## config.mk

```make
export PLATFORM = sky130hd
export DESIGN_NAME = dp_proc_multi_flat
export DESIGN_NICKNAME = d
export VERILOG_FILES = /design/src/rtl/dp_proc_multi_if.sv /design/src/rtl/dp_proc_multi.sv /design/src/flat_wrapper.sv
export SDC_FILE = /design/constraint.sdc
export NUM_CORES = 1
export LEC_CHECK = 0
export ABC_AREA = 1
export BUFFER_PORTS_ARGS = -buffer_cell sky130_fd_sc_hd__buf_2
export CAP_MARGIN = 20
export CORE_UTILIZATION = 60
export CTS_CLUSTER_DIAMETER = 60
export CTS_CLUSTER_SIZE = 16
export DETAILED_ROUTE_END_ITERATION = 7
export PLACE_DENSITY_LB_ADDON = 0.05
export RECOVER_POWER = 100
export SLEW_MARGIN = 20
export SYNTH_ARGS = -nofsm -noshare
export SYNTH_HDL_FRONTEND = slang
export SYNTH_SLANG_ARGS = --single-unit
```

## constraint.sdc

```tcl
create_clock -name clock -period 5.9 [get_ports clock]
set_input_delay 0.885 -clock clock [delete_from_list [all_inputs] [get_ports clock]]
set_output_delay 0.885 -clock clock [all_outputs]
set_load 0.02 [all_outputs]
```

## src/rtl/dp_proc_multi_if.sv

```systemverilog
// dp_proc_multi_if: request/result handshake bundle for dp_proc_multi.
// master = producer/consumer side, slave = datapath side.
interface dp_proc_multi_if #(
  parameter int DATA_W = 4,
  parameter int ACC_W  = 5,
  parameter int SEL_W  = 2
);
  logic              in_valid;
  logic              in_ready;
  logic [2:0]        op;
  logic [SEL_W-1:0]  sel;
  logic [DATA_W-1:0] d_in;
  logic              out_valid;
  logic [SEL_W-1:0]  out_sel;
  logic [ACC_W-1:0]  result;

  modport master (
    output in_valid, op, sel, d_in,
    input  in_ready, out_valid, out_sel, result
  );

  modport slave (
    input  in_valid, op, sel, d_in,
    output in_ready, out_valid, out_sel, result
  );
endinterface

```

## src/rtl/dp_proc_multi.sv

```systemverilog
// dp_proc_multi: NUM_ACC accumulators with add/sub/load/clr/iterative mul.
// Define DP_PROC_SAT_EN for saturating arithmetic instead of wrap-around.
module dp_proc_multi #(
  parameter int DATA_W  = 4,
  parameter int ACC_W   = 5,
  parameter int NUM_ACC = 4,
  parameter int SEL_W   = (NUM_ACC > 1) ? $clog2(NUM_ACC) : 1
) (
  input  logic               clock,
  input  logic               rst,
  input  logic               clear_all,
  dp_proc_multi_if.slave     bus,
  output logic               busy,
  output logic [NUM_ACC-1:0] ovf,
  input  logic [SEL_W-1:0]   rd_sel,
  output logic [ACC_W-1:0]   rd_data
);

  localparam int PROD_W = ACC_W + DATA_W;
  localparam int CNT_W  = (DATA_W > 1) ? $clog2(DATA_W) : 1;
  localparam logic [CNT_W-1:0] LAST  = CNT_W'(DATA_W - 1);
  localparam logic [SEL_W:0]   N_ACC = (SEL_W+1)'(NUM_ACC);
`ifdef DP_PROC_SAT_EN
  localparam bit SAT = 1'b1;
`else
  localparam bit SAT = 1'b0;
`endif

  typedef enum logic {S_IDLE, S_MUL} state_e;

  state_e                        state_q, state_d;
  logic [NUM_ACC-1:0][ACC_W-1:0] acc_q, acc_d;
  logic [NUM_ACC-1:0]            ovf_q, ovf_d;
  logic [ACC_W-1:0]              mcand_q, mcand_d;
  logic [DATA_W-1:0]             mplr_q, mplr_d;
  logic [SEL_W-1:0]              tgt_q, tgt_d;
  logic [PROD_W-1:0]             prod_q, prod_d;
  logic [CNT_W-1:0]              cnt_q, cnt_d;
  logic                          out_valid_q, out_valid_d;
  logic [SEL_W-1:0]              out_sel_q, out_sel_d;
  logic [ACC_W-1:0]              result_q, result_d;

  logic              in_range;
  logic [ACC_W-1:0]  cur;
  logic [ACC_W-1:0]  d_ext;
  logic [ACC_W:0]    sum;
  logic              borrow;
  logic [PROD_W-1:0] prod_nx;
  logic              hi;
  logic [ACC_W-1:0]  val;
  logic              is_add, is_sub, is_ld, is_clr, is_mul;

  assign is_add = (bus.op == 3'b000);
  assign is_sub = (bus.op == 3'b001);
  assign is_ld  = (bus.op == 3'b010);
  assign is_clr = (bus.op == 3'b011);
  assign is_mul = (bus.op == 3'b100);

  always_comb begin
    state_d     = state_q;
    acc_d       = acc_q;
    ovf_d       = ovf_q;
    mcand_d     = mcand_q;
    mplr_d      = mplr_q;
    tgt_d       = tgt_q;
    prod_d      = prod_q;
    cnt_d       = cnt_q;
    out_valid_d = 1'b0;
    out_sel_d   = out_sel_q;
    result_d    = result_q;
    in_range    = ({1'b0, bus.sel} < N_ACC);
    cur         = in_range ? acc_q[bus.sel] : '0;
    d_ext       = ACC_W'(bus.d_in);
    sum         = {1'b0, cur} + (ACC_W+1)'(bus.d_in);
    borrow      = (d_ext > cur);
    prod_nx     = prod_q;
    hi          = 1'b0;
    val         = cur;

    if (clear_all) begin
      state_d = S_IDLE;
      acc_d   = '0;
      ovf_d   = '0;
    end else if (state_q == S_MUL) begin
      // one shift-add step per edge, LSB of multiplier first
      if (mplr_q[cnt_q])
        prod_nx = prod_q + (PROD_W'(mcand_q) << cnt_q);
      prod_d = prod_nx;
      cnt_d  = cnt_q + 1'b1;
      if (cnt_q == LAST) begin
        hi  = |prod_nx[PROD_W-1:ACC_W];
        val = (SAT && hi) ? '1 : prod_nx[ACC_W-1:0];
        acc_d[tgt_q] = val;
        if (hi)
          ovf_d[tgt_q] = 1'b1;
        state_d     = S_IDLE;
        out_valid_d = 1'b1;
        out_sel_d   = tgt_q;
        result_d    = val;
      end
    end else if (bus.in_valid) begin
      out_valid_d = 1'b1;
      out_sel_d   = bus.sel;
      if (in_range) begin
        unique case (1'b1)
          is_add: begin
            val = (SAT && sum[ACC_W]) ? '1 : sum[ACC_W-1:0];
            if (sum[ACC_W])
              ovf_d[bus.sel] = 1'b1;
          end
          is_sub: begin
            val = (SAT && borrow) ? '0 : cur - d_ext;
            if (borrow)
              ovf_d[bus.sel] = 1'b1;
          end
          is_ld: begin
            val = d_ext;
            ovf_d[bus.sel] = 1'b0;
          end
          is_clr: begin
            val = '0;
            ovf_d[bus.sel] = 1'b0;
          end
          is_mul: begin
            state_d     = S_MUL;
            mcand_d     = cur;
            mplr_d      = bus.d_in;
            tgt_d       = bus.sel;
            prod_d      = '0;
            cnt_d       = '0;
            out_valid_d = 1'b0;
          end
          default: ;
        endcase
        acc_d[bus.sel] = val;
      end
      result_d = val;
    end
  end

  always_ff @(posedge clock) begin
    if (rst) begin
      state_q     <= S_IDLE;
      acc_q       <= '0;
      ovf_q       <= '0;
      mcand_q     <= '0;
      mplr_q      <= '0;
      tgt_q       <= '0;
      prod_q      <= '0;
      cnt_q       <= '0;
      out_valid_q <= 1'b0;
      out_sel_q   <= '0;
      result_q    <= '0;
    end else begin
      state_q     <= state_d;
      acc_q       <= acc_d;
      ovf_q       <= ovf_d;
      mcand_q     <= mcand_d;
      mplr_q      <= mplr_d;
      tgt_q       <= tgt_d;
      prod_q      <= prod_d;
      cnt_q       <= cnt_d;
      out_valid_q <= out_valid_d;
      out_sel_q   <= out_sel_d;
      result_q    <= result_d;
    end
  end

  assign bus.in_ready  = (state_q == S_IDLE);
  assign bus.out_valid = out_valid_q;
  assign bus.out_sel   = out_sel_q;
  assign bus.result    = result_q;
  assign busy          = (state_q == S_MUL);
  assign ovf           = ovf_q;
  assign rd_data = ({1'b0, rd_sel} < N_ACC) ? acc_q[rd_sel] : '0;

endmodule

```

## src/flat_wrapper.sv

```systemverilog
// flat-port wrapper written by rule: the top's interface ports become plain ports
module dp_proc_multi_flat 
#(
  parameter int DATA_W  = 4,
  parameter int ACC_W   = 5,
  parameter int NUM_ACC = 4,
  parameter int SEL_W   = (NUM_ACC > 1) ? $clog2(NUM_ACC) : 1
)
  (clock, rst, clear_all, busy, ovf, rd_sel, rd_data, bus_in_valid, bus_op, bus_sel, bus_d_in, bus_in_ready, bus_out_valid, bus_out_sel, bus_result);
  dp_proc_multi_if #(.DATA_W(DATA_W), .ACC_W(ACC_W), .SEL_W(SEL_W)) bus_i ();
  input  logic clock;
  input  logic rst;
  input  logic clear_all;
  output logic busy;
  output logic [NUM_ACC-1:0] ovf;
  input  logic [SEL_W-1:0] rd_sel;
  output logic [ACC_W-1:0] rd_data;
  input wire logic [$bits(bus_i.in_valid)-1:0] bus_in_valid;
  input wire logic [$bits(bus_i.op)-1:0] bus_op;
  input wire logic [$bits(bus_i.sel)-1:0] bus_sel;
  input wire logic [$bits(bus_i.d_in)-1:0] bus_d_in;
  output wire logic [$bits(bus_i.in_ready)-1:0] bus_in_ready;
  output wire logic [$bits(bus_i.out_valid)-1:0] bus_out_valid;
  output wire logic [$bits(bus_i.out_sel)-1:0] bus_out_sel;
  output wire logic [$bits(bus_i.result)-1:0] bus_result;
  assign bus_i.in_valid = bus_in_valid;
  assign bus_i.op = bus_op;
  assign bus_i.sel = bus_sel;
  assign bus_i.d_in = bus_d_in;
  assign bus_in_ready = bus_i.in_ready;
  assign bus_out_valid = bus_i.out_valid;
  assign bus_out_sel = bus_i.out_sel;
  assign bus_result = bus_i.result;
  dp_proc_multi #(.DATA_W(DATA_W), .ACC_W(ACC_W), .NUM_ACC(NUM_ACC), .SEL_W(SEL_W)) u_core (.clock(clock), .rst(rst), .clear_all(clear_all), .bus(bus_i), .busy(busy), .ovf(ovf), .rd_sel(rd_sel), .rd_data(rd_data));
endmodule
```

==> flow_summary_export.csv <==
group,metric,value,unit
detailed_routing,routed_wl,11300,um
yosys,yosysWarnings,0,
die,fp.coreArea,6420,sq um
flow_run,max_cap_viol_count,0,
setup_path,critical_path.top_delay_family,"simple AND/OR/NAND/NOR gates",
setup_path,cp-end-kind,"flop",
min_path,min-delay-path-class,"flop to flop",
sta,finalWorstSetupSlack,1.71,ns
run_status,violations,"design-rule violations",
grt,grtUsageTotal,0.326,
detailed_routing,route.detailed.drc,10,
run_status,outcome,"complete, but fails checks",
detailed_routing,routed_vias_inst,5.89,
sta,rsz0062_at_grt,"false",
cts,clk_latency,0.31,ns
finish,final_cell_area,4200,sq um
finish,layout_commonest_cell,"sky130_fd_sc_hd__nand2_1",
power,power.clock.fraction,0.294,
grt,grt_pass1_vias,3845,
grt,grt_first_pass_wirelength,18400,um
sta,fin_worst_skew,0.0109,ns
placed_design,place.detailed.hpwl,8520,um
yosys,summed_instance_area_of_the_synthesized_netlist,4060,sq um
placed_design,placedInstanceArea,4230,sq um
die,die_height,84.3,um
cts,clock-root-buffer,"sky130_fd_sc_hd__clkbuf_8",
setup_path,worstPathCellList,"clkbuf_1 > inv_1 > nor2_1 > a22oi_1 > nand3_1 > ha_1 > inv_1 > nand3_1 > nand2_1 > nand2_1 > nand3b_1 > nand3_1 > a21oi_1 > nand3_1 > nand2_1 > inv_1 > nor2_2",
setup_path,path_common_cell,"sky130_fd_sc_hd__nand3_1",
power,pwr_density_cell,174,nW/um^2
power,peakVddDrop,109,uV
setup_path,timing_worst_setup_path_type,"input port to flop",
detailed_routing,drt_pass1_iterations,7,
sta,max_freq,0.239,GHz
cts,clk_pin_slew,0.10,ns
yosys,synth_nets,653,
die,rows,29,
yosys,synth.distinct_cells,43,
sta,max_slew.worst_pin.slew,1.26,ns
power,internal_portion_of_total_power,510,uW
cts,postCtsResizedCells,0,
detailed_routing,initialDrtViolationCount,414,
die,initial_utilization,0.632,
sta,maxSlewHeadroom,0.150,
sta,setup_viol_count_final,0,
cts,cts.sinks,55,
setup_path,critPathBufInv,4,
cts,tritoncts,"done",
setup_path,cpPeakStageDelay,0.74,ns
grt,grt_antenna_before_repair,0,
detailed_routing,post_drt_wl_per_cell,15.7,um
sta,final.setup.tns,0,ns
yosys,synth_top_area_share,0.271,
yosys,synth-seq-area-share,0.271,
detailed_routing,postRouteAntennaNets,0,
sta,timing_max_transition_violations_final,0,
finish,final-seq-area,1100,sq um
setup_path,worst_setup_path_start_kind,"input port",
setup_path,arrival,4.45,ns
cts,clock_path_buffers,2,
finish,design.final.nets,676,
cts,cts-buffers-inserted,5,
finish,diodes,0,
cts,cts-htree-levels,2,
power,sw_frac_of_total,0.304,
sta,final_hold_viol_count,0,
cts,cts.hold.buffers_added,0,
power,pwr-share-seq,0.529,
yosys,postSynthCellCount,618,
finish,layout.core_utilization,0.655,
yosys,synth-seq-cells,55,
yosys,synthDominantAreaCellType,"sky130_fd_sc_hd__dfxtp_1",
finish,layout-area-overhead-vs-synth,3.58,%
finish,drive_gt1_frac,0.105,
setup_path,critPathRequiredTime,6.17,ns
die,fp.dieW,84.3,um
detailed_routing,via_count,4230,
yosys,postSynthAreaPerCell,6.57,sq um
placed_design,gp_congestion,0.950,
finish,num-fill-cells,622,
die,die_area,7100,sq um
setup_path,critPathSlowestCell,"sky130_fd_sc_hd__nor2_1",
yosys,netlist_top_cells_area,"sky130_fd_sc_hd__dfxtp_1 (27%), sky130_fd_sc_hd__nand2_1 (13%), sky130_fd_sc_hd__o21ai_0 (8.1%)",
grt,grt_overflow_total,0,
cts,post_cts_buffers,0,
die,ios,34,
placed_design,dp_slack,2.25,ns
power,comb_power_share,0.177,
placed_design,io_buffers,33,
power,power_leakage,1.90,nW
sta,period_minus_slack,4.19,ns
finish,most-common-layout-cells,"sky130_fd_sc_hd__nand2_1 (136), sky130_fd_sc_hd__inv_1 (74), sky130_fd_sc_hd__o21ai_0 (67)",
power,p_sw,223,uW
grt,largest_net_degree_at_the_start_of_global_routing,25,
setup_path,critical_path_peak_fanout,11,
sta,layout_worst_path_cycle_share,0.710,
finish,multi_input_comb_area,2440,sq um
[layer usage]
metal	routed length [um]	part of all wire	track usage
met5	0	0	0
met4	193	0.017	0.0893
met3	1100	0.097	0.0678
met2	4880	0.43	0.515
met1	5100	0.45	0.452
[cell usage after synthesis]
library cell / count
sky130_fd_sc_hd__or2_0: 1
sky130_fd_sc_hd__or2_2: 5
sky130_fd_sc_hd__nand3b_1: 2
sky130_fd_sc_hd__o211ai_1: 3
sky130_fd_sc_hd__o21ai_0: 66
sky130_fd_sc_hd__o22ai_1: 5
sky130_fd_sc_hd__o221ai_1: 1
sky130_fd_sc_hd__nor4_1: 1
sky130_fd_sc_hd__nor2_8: 1
sky130_fd_sc_hd__a21oi_1: 38
sky130_fd_sc_hd__nor3_1: 5
sky130_fd_sc_hd__inv_1: 72
sky130_fd_sc_hd__nand4_1: 5
sky130_fd_sc_hd__buf_6: 3
sky130_fd_sc_hd__a221oi_4: 1
sky130_fd_sc_hd__nor2_2: 7
sky130_fd_sc_hd__o21ai_2: 4
sky130_fd_sc_hd__a21oi_4: 2
sky130_fd_sc_hd__ha_1: 17
sky130_fd_sc_hd__o21ai_1: 3
sky130_fd_sc_hd__inv_4: 1
sky130_fd_sc_hd__nand2_1: 136
sky130_fd_sc_hd__nand3_2: 6
sky130_fd_sc_hd__dfxtp_1: 55
sky130_fd_sc_hd__a22oi_1: 4
sky130_fd_sc_hd__nor2_1: 53
sky130_fd_sc_hd__buf_4: 2
sky130_fd_sc_hd__nand2_4: 1
sky130_fd_sc_hd__nor3_4: 3
sky130_fd_sc_hd__mux2i_1: 2
sky130_fd_sc_hd__inv_2: 11
sky130_fd_sc_hd__or2_1: 1
sky130_fd_sc_hd__fa_1: 3
sky130_fd_sc_hd__nand3_1: 42
sky130_fd_sc_hd__and2_1: 1
sky130_fd_sc_hd__nand2_2: 9
sky130_fd_sc_hd__a31oi_1: 19
sky130_fd_sc_hd__a211oi_1: 2
sky130_fd_sc_hd__clkinv_1: 2
sky130_fd_sc_hd__nor2_4: 4
sky130_fd_sc_hd__clkbuf_1: 6
sky130_fd_sc_hd__buf_2: 9
sky130_fd_sc_hd__a21oi_2: 4
[sequential cells by signal, indices dropped and copies added, names as in the netlist, named ones only]
register,flops
u_core.cnt_q,2
u_core.acc_q,20
u_core.tgt_q,2
u_core.prod_q,9
u_core.mcand_q,5
u_core.bus.result,5
u_core.busy,1
u_core.bus.out_sel,2
u_core.bus.out_valid,1
u_core.mplr_q,4
[worst paths after layout]
check	startpoint	endpoint	slack [ns]	cells after the start
worst max register to register	u_core.busy	u_core.acc_q[19]	2.78	5
worst min register to register	u_core.prod_q[8]	u_core.prod_q[8]	0.49	2
worst min-delay path	u_core.prod_q[8]	u_core.prod_q[8]	0.49	2
worst max-delay path	bus_sel[0]	flop	1.71	17
[worst min-delay path: stages (launching register included)]
cell	delay [ns]
sky130_fd_sc_hd__dfxtp_1	0.33
sky130_fd_sc_hd__nand2_1	0.06
sky130_fd_sc_hd__a21oi_1	0.05
[through the flow]
stage	power (mW)	std cells	hold WS, ns
after floorplan	0.491	618	0.458
after global placement	0.527	711	0.465
final	0.733	718	0.490
after CTS	0.738	718	0.489
after global routing	0.761	718	0.511
after detailed placement	0.529	711	0.476
[kinds of logic (layout without fill, tap and decap cells)]
family	after synthesis	after routing	synth area share
and+or+nand+nor	283	283	0.328
muxes	2	2	0.00493
buffers and inverters	106	129	0.109
adders and majority gates	20	20	0.0672
AOI/OAI and AO/OA	152	152	0.219
DFF	55	55	0.271
[power groups by stage]
stage / Clock [mW] / Sequential, mW / Combinational [mW]
2_1_floorplan: 0 / 0.398 / 0.0926
3_3_place_gp: 0 / 0.396 / 0.131
3_5_place_dp: 0 / 0.396 / 0.133
4_1_cts: 0.217 / 0.387 / 0.134
5_1_grt: 0.231 / 0.389 / 0.142
6_report: 0.215 / 0.388 / 0.130
[layout make-up]
class                      instances  share of cell area
clock buffer                       6              0.0196
clock inverter                     1             0.00119
inverter                          86              0.0771
multi-input combinational        457               0.581
sequential                        55               0.262
tap                               77              0.0229
timing repair buffer              36              0.0366
Power figures use the tool's default switching activity.
